===== src/rtl/mul_pkg.sv =====
`default_nettype none
// ============================================================================
// mul_pkg : shared types and constants for the sequential signed multiplier
// Rev 1.0
// ============================================================================
package mul_pkg;

    localparam int WIDTH      = 32;
    localparam int MUL_CYCLES = 32;
    localparam int CNT_W      = 5;

    localparam logic [WIDTH-1:0] INT_MAX_MAG = 32'h7FFF_FFFF;
    localparam logic [CNT_W-1:0] CNT_LAST    = CNT_W'(MUL_CYCLES - 1);

    typedef enum logic [2:0] {
        IDLE  = 3'd0,
        ABS_A = 3'd1,
        ABS_B = 3'd2,
        MUL   = 3'd3,
        FIX   = 3'd4,
        DONE  = 3'd5
    } mul_state_e;

endpackage : mul_pkg
`default_nettype wire


===== src/rtl/twoscomplement.sv =====
`default_nettype none
// ============================================================================
// twoscomplement : 32-bit two's-complement negator
// Rev 1.0
// ============================================================================
module twoscomplement (
    input  logic [31:0] value_i,
    output logic [31:0] neg_o
);

    assign neg_o = ~value_i + 32'd1;

endmodule : twoscomplement
`default_nettype wire


===== src/rtl/seq_signed_mult.sv =====
`default_nettype none
// ============================================================================
// seq_signed_mult : 32x32 signed multiplier, sign-magnitude shift-add around
//                   one shared negator. Rev 1.0
// ============================================================================
module seq_signed_mult
    import mul_pkg::*;
(
    input  logic             clk,
    input  logic             rst_n,
    input  logic             start,
    input  logic [WIDTH-1:0] a,
    input  logic [WIDTH-1:0] b,
    output logic             busy,
    output logic             done,
    output logic [WIDTH-1:0] product,
    output logic             ovf
);

    mul_state_e         state_q;
    logic [WIDTH-1:0]   a_q;
    logic [WIDTH-1:0]   b_q;
    logic               sign_q;
    logic [WIDTH-1:0]   mag_a_q;
    logic [WIDTH-1:0]   mag_b_q;
    logic [2*WIDTH-1:0] acc_q;
    logic [CNT_W-1:0]   cnt_q;
    logic [WIDTH-1:0]   product_q;
    logic               ovf_q;
    logic               busy_q;
    logic               done_q;

    logic [WIDTH-1:0]   neg_in_d;
    logic [WIDTH-1:0]   neg_out;
    logic [2*WIDTH-1:0] addend_d;
    logic               ovf_d;

    // Negator input depends only on the state, so it is idle-quiet outside the sign steps
    always_comb begin
        neg_in_d = '0;
        case (state_q)
            ABS_A:   neg_in_d = a_q;
            ABS_B:   neg_in_d = b_q;
            FIX:     neg_in_d = acc_q[WIDTH-1:0];
            default: neg_in_d = '0;
        endcase
    end

    twoscomplement u_neg (
        .value_i (neg_in_d),
        .neg_o   (neg_out)
    );

    assign addend_d = {{WIDTH{1'b0}}, mag_a_q} << cnt_q;

    // A negative result may reach magnitude 2^31; a positive one only 2^31-1
    assign ovf_d = sign_q ? (acc_q > ({{WIDTH{1'b0}}, INT_MAX_MAG} + 64'd1))
                          : (acc_q >  {{WIDTH{1'b0}}, INT_MAX_MAG});

    always_ff @(posedge clk or negedge rst_n) begin
        if (!rst_n) begin
            state_q   <= IDLE;
            a_q       <= '0;
            b_q       <= '0;
            sign_q    <= 1'b0;
            mag_a_q   <= '0;
            mag_b_q   <= '0;
            acc_q     <= '0;
            cnt_q     <= '0;
            product_q <= '0;
            ovf_q     <= 1'b0;
            busy_q    <= 1'b0;
            done_q    <= 1'b0;
        end else begin
            done_q <= 1'b0;
            case (state_q)
                IDLE: begin
                    if (start) begin
                        a_q     <= a;
                        b_q     <= b;
                        sign_q  <= a[WIDTH-1] ^ b[WIDTH-1];
                        busy_q  <= 1'b1;
                        state_q <= ABS_A;
                    end
                end
                ABS_A: begin
                    mag_a_q <= a_q[WIDTH-1] ? neg_out : a_q;
                    state_q <= ABS_B;
                end
                ABS_B: begin
                    mag_b_q <= b_q[WIDTH-1] ? neg_out : b_q;
                    acc_q   <= '0;
                    cnt_q   <= '0;
                    state_q <= MUL;
                end
                MUL: begin
                    if (mag_b_q[0]) begin
                        acc_q <= acc_q + addend_d;
                    end
                    mag_b_q <= mag_b_q >> 1;
                    cnt_q   <= cnt_q + CNT_W'(1);
                    if (cnt_q == CNT_LAST) begin
                        state_q <= FIX;
                    end
                end
                FIX: begin
                    product_q <= sign_q ? neg_out : acc_q[WIDTH-1:0];
                    ovf_q     <= ovf_d;
                    busy_q    <= 1'b0;
                    done_q    <= 1'b1;
                    state_q   <= DONE;
                end
                DONE: begin
                    state_q <= IDLE;
                end
                default: begin
                    state_q <= IDLE;
                end
            endcase
        end
    end

    assign busy    = busy_q;
    assign done    = done_q;
    assign product = product_q;
    assign ovf     = ovf_q;

endmodule : seq_signed_mult
`default_nettype wire


===== config.mk =====
export PLATFORM = sky130hd
export DESIGN_NAME = seq_signed_mult
export DESIGN_NICKNAME = d
export VERILOG_FILES = /design/src/rtl/mul_pkg.sv /design/src/rtl/twoscomplement.sv /design/src/rtl/seq_signed_mult.sv
export SDC_FILE = /design/constraint.sdc
export NUM_CORES = 1
export LEC_CHECK = 0
export BUFFER_PORTS_ARGS = -buffer_cell sky130_fd_sc_hd__buf_2
export CAP_MARGIN = 20
export CELL_PAD_IN_SITES_DETAIL_PLACEMENT = 1
export CELL_PAD_IN_SITES_GLOBAL_PLACEMENT = 1
export CORE_MARGIN = 4
export CORE_UTILIZATION = 43
export CTS_BUF_LIST = sky130_fd_sc_hd__clkbuf_16
export CTS_CLUSTER_DIAMETER = 80
export CTS_CLUSTER_SIZE = 25
export DETAILED_ROUTE_END_ITERATION = 10
export PLACE_DENSITY = 0.75
export SLEW_MARGIN = 40
export SYNTH_ARGS = -nofsm -noshare
export SYNTH_HDL_FRONTEND = slang
export SYNTH_SLANG_ARGS = --single-unit

===== constraint.sdc =====
create_clock -name clk -period 5.14 [get_ports clk]
set_clock_uncertainty 0.1 [all_clocks]
set_input_delay 1.028 -clock clk [delete_from_list [all_inputs] [get_ports clk]]
set_output_delay 1.028 -clock clk [all_outputs]
set_load 0.05 [all_outputs]

==> key figures <==
Global routing
  – Global-route wire length before repair: 93300 um
  – Global-route usage over all layers: 0.279
  – Largest net degree at the start of global routing: 69
  – Total gr overflow: 0
  – Initial antenna violation count: 1
  – Vias in the first global route: 16000

Run
  – Maxcap violations: 0

Timing
  – Final Hold Viols: 0
  – Tmin final: 4.88 ns
  – Max frequency: 205 MHz
  – Tcrit/Tclk final: 0.950
  – Max_slew headroom: 0.492
  – Setup TNS: 0 ns
  – Slew Viols, Final: 0
  – Setup violators final: 0
  – PnR worst setup slack: 0.259 ns
  – Worst-margin pin slew: 0.759 ns
  – RSZ-0062 raised after global routing: false

Pwr
  – Total power: 13.7 mW
  – Switching pwr: 7.13 mW
  – Sw Ratio: 0.519
  – Internal power: 6.61 mW
  – Clock power frac: 0.110
  – Power Dens Cells: 737 nW/um2
  – Combinational Power Share: 0.663
  – Sequential Power Share: 0.228
  – Pleak: 8.53 nW
  – Peak VDD IR: 318 uV

Routing
  – Pre-antenna DRT Iters: 4
  – Detail Route Antenna Nets: 0
  – Vias per cell: 6.19
  – DR DRC count: 0
  – Wire length per cell: 24.0 um
  – Vias: 15500
  – Final Routed Wirelength: 59900 um
  – 1st-iter DRT viols: 1044

Clock tree
  – Worst-path clk slew: 0.10 ns
  – CTS tree: yes
  – Clk root buf: clkbuf_16
  – Worst-Skew Late Latency: 0.54 ns
  – H-tree levels: 1
  – Clock Sink Count: 236
  – CTS Buf Count: 19
  – Clk buf depth: 3

Floorplan
  – Initial Util: 0.434
  – Row Count: 72
  – Die ar.: 42300 um2
  – Core area: 38600 um2
  – Die Ht: 206 um
  – Die Wd: 206 um
  – Number of top-level pins: 102

Synth
  – Post-synth top area share: 0.352
  – Async SR Flop Fraction: 1.00
  – Post-synthesis cell type count: 79
  – Cells after Synth: 1928
  – Seq/Total Area, Yosys: 0.352
  – Post-synth top area cell: dfrtp_1
  – Mean Syn Cell Area: 8.71 um2
  – Mapped cell area: 16800 um2
  – Post-synth EDFFs: 0
  – Net Count, Synth: 2062
  – Synthesis Warnings: 0
  – Ys flop type: dfrtp_1
  – Synthesized flop and latch total: 236
  – Area contributors post-synth: dfrtp_1 35%, mux2_2 5.8%, o21ai_0 5.5%

Placed design
  – Dpl hpwl: 46300 um
  – Pre-CTS setup slack: 0.0470 ns
  – Post-placement cell count: 2468
  – Gp weighted congestion: 0.952
  – Number of port buffers: 101

Worst setup path
  – Crit end category: register
  – CP Launch Type: register
  – CP Max Fanout: 8
  – R2R Path Start: cnt_q[1]$_DFFE_PN0P_
  – Worst setup path end: acc_q[59]$_DFFE_PN0P_
  – Worst r2r path cells: 16
  – Critical path required time: 5.45 ns
  – Setup Crit Path Kind: reg2reg
  – R2R Setup Slk: 0.26 ns
  – WP data arrival: 5.19 ns
  – Crit path from: cnt_q[1]$_DFFE_PN0P_
  – R2R Path End: acc_q[59]$_DFFE_PN0P_

Layout
  – Non-Filler Instances: 2502
  – Storage element area: 5920 um2
  – Layout fillers: 4570
  – Final #Nets: 2106
  – Multi-input logic area: 10200 um2
  – Layout Area Growth over Synthesis: 11.0%
  – Fraction of final layout cells sized beyond drive strength 1: 0.171

Min path
  – Worst Hold Class: in2async

Status
  – Status: completed
==> sequential cells by signal, indices dropped and copies added (netlist names) <==
register  cells
acc_q        64
a_q          32
b_q          32
mag_a_q      32
mag_b_q      32
product      32
cnt_q         5
state_q       3
busy          1
done          1
ovf           1
sign_q        1
==> cells by family (layout without fill, tap and decap cells) <==
| family | Yosys count | after routing | synth area share |
|---|---|---|---|
| fa+ha+maj | 67 | 67 | 0.0504 |
| mux | 154 | 154 | 0.113 |
| other cells | 0 | 1 | 0 |
| compound gates | 636 | 636 | 0.240 |
| buf+inv | 175 | 230 | 0.0411 |
| flops | 236 | 236 | 0.352 |
| simple gates | 583 | 583 | 0.163 |
| xor+xnor | 77 | 77 | 0.0402 |
==> layout make-up <==
cell class                 instances  share of cell area
antenna                            1            0.000134
clock buffer                      19              0.0255
clock inverter                    13             0.00658
inverter                          34             0.00685
multi-input combinational       1517               0.549
sequential                       236               0.318
tap                              518              0.0348
timing repair buffer             164              0.0594
==> how the worst min path moves through the flow <==
stage	startpoint	slack, ns	to
floorplan	mag_b_q[18]$_DFFE_PN0P_	0.34	mag_b_q[18]$_DFFE_PN0P_
global placement	product[3]$_DFFE_PN0P_	0.35	product[3]$_DFFE_PN0P_
detailed placement	product[3]$_DFFE_PN0P_	0.35	product[3]$_DFFE_PN0P_
CTS	rst_n	0.24	b_q[4]$_DFFE_PN0P_
global route	rst_n	0.25	b_q[4]$_DFFE_PN0P_
finish	rst_n	0.25	b_q[4]$_DFFE_PN0P_
==> critical path, stage by stage, from the launching register on <==
cell and delay (ns):
dfrtp_1 0.45, clkinv_1 0.33, a211oi_1 0.31, a21oi_1 0.11
mux2_2 0.32, o21ai_0 0.36, mux2i_1 0.24, ha_1 0.34
buf_4 0.17, a21o_1 0.15, a21oi_1 0.13, o21ai_0 0.14
a221o_1 0.45, o21ai_1 0.38, a21oi_1 0.15, or3_1 0.36
a32o_1 0.25
==> what timing repair did <==
| item | CTS | global route |
|---|---|---|
| buffers inserted | 0 | 1 |
| setup endpoints to repair | 0 | 11 |
| hold buffers | 0 | 0 |
| gates resized for setup | 0 | 6 |
==> power groups by stage <==
stage | clock network, mW | logic (mW) | registers [mW]
after floorplan | 0 | 6.37 | 2.72
after global placement | 0 | 8.72 | 3.12
after detailed placement | 0 | 8.93 | 3.14
after CTS | 1.55 | 8.99 | 3.11
after global routing | 1.61 | 9.93 | 3.19
final | 1.51 | 9.10 | 3.13
==> per-stage QoR <==
| stage | hold WS (ns) | util | cell area [um2] |
|---|---|---|---|
| 3_5_place_dp | 0.351 | 0.466 | 18000 |
| 5_1_grt | 0.249 | 0.482 | 18600 |
| 3_3_place_gp | 0.349 | 0.464 | 17900 |
| 2_1_floorplan | 0.341 | - | 16800 |
| 4_1_cts | 0.242 | 0.482 | 18600 |
| 6_report | 0.246 | 0.482 | 18600 |
==> cells in the mapped netlist (9+ instances only) <==
| cell | n |
|---|---|
| o22ai_1 | 18 |
| nor3_1 | 16 |
| o21ai_0 | 186 |
| a21o_1 | 67 |
| a2bb2oi_1 | 16 |
| a211o_1 | 14 |
| a21oi_1 | 156 |
| ha_1 | 66 |
| or3_1 | 9 |
| a22oi_1 | 34 |
| inv_1 | 32 |
| mux4_2 | 20 |
| mux2_2 | 86 |
| mux2i_1 | 48 |
| nand3_1 | 48 |
| nand2_1 | 233 |
| nor3b_1 | 12 |
| dfrtp_1 | 236 |
| and3_1 | 16 |
| nor2_1 | 140 |
| a211oi_1 | 36 |
| nand2b_1 | 12 |
| nand4_1 | 40 |
| buf_1 | 13 |
| clkbuf_1 | 116 |
| xnor2_1 | 52 |
| o21a_1 | 11 |
| nor4_1 | 22 |
| o21bai_1 | 18 |
| xor2_1 | 25 |
| o21ai_1 | 17 |
==> placed cells by master, fill, tap and decap left out, types with 12 or more instances in the layout <==
master | Yosys | final
dfrtp_1 | 236 | 230
nor4_1 | 22 | 22
and3_1 | 16 | 15
a21oi_1 | 156 | 154
o21bai_1 | 18 | 18
o21ai_1 | 17 | 18
clkbuf_16 | 0 | 19
nor2_1 | 140 | 140
xnor2_1 | 52 | 52
a2bb2oi_1 | 16 | 16
nor3b_1 | 12 | 12
o21ai_0 | 186 | 184
xor2_1 | 25 | 25
buf_2 | 8 | 100
o22ai_1 | 18 | 18
a22oi_1 | 34 | 34
nor3_1 | 16 | 16
mux2i_1 | 48 | 48
mux4_2 | 20 | 20
ha_1 | 66 | 66
a21o_1 | 67 | 67
inv_1 | 32 | 32
nand2_1 | 233 | 232
nand3_1 | 48 | 47
mux2_2 | 86 | 86
buf_4 | 0 | 54
a211oi_1 | 36 | 36
nand4_1 | 40 | 40
a211o_1 | 14 | 14
==> per-layer routing <==
metal  track usage  up-vias  share of wire
met1         0.373     7833           0.44
met5             0        -              0
met3        0.0408       88          0.053
li1              -     7148              -
met4        0.0720        0          0.027
met2         0.476      412           0.48
(Power assumes the default switching activity.)
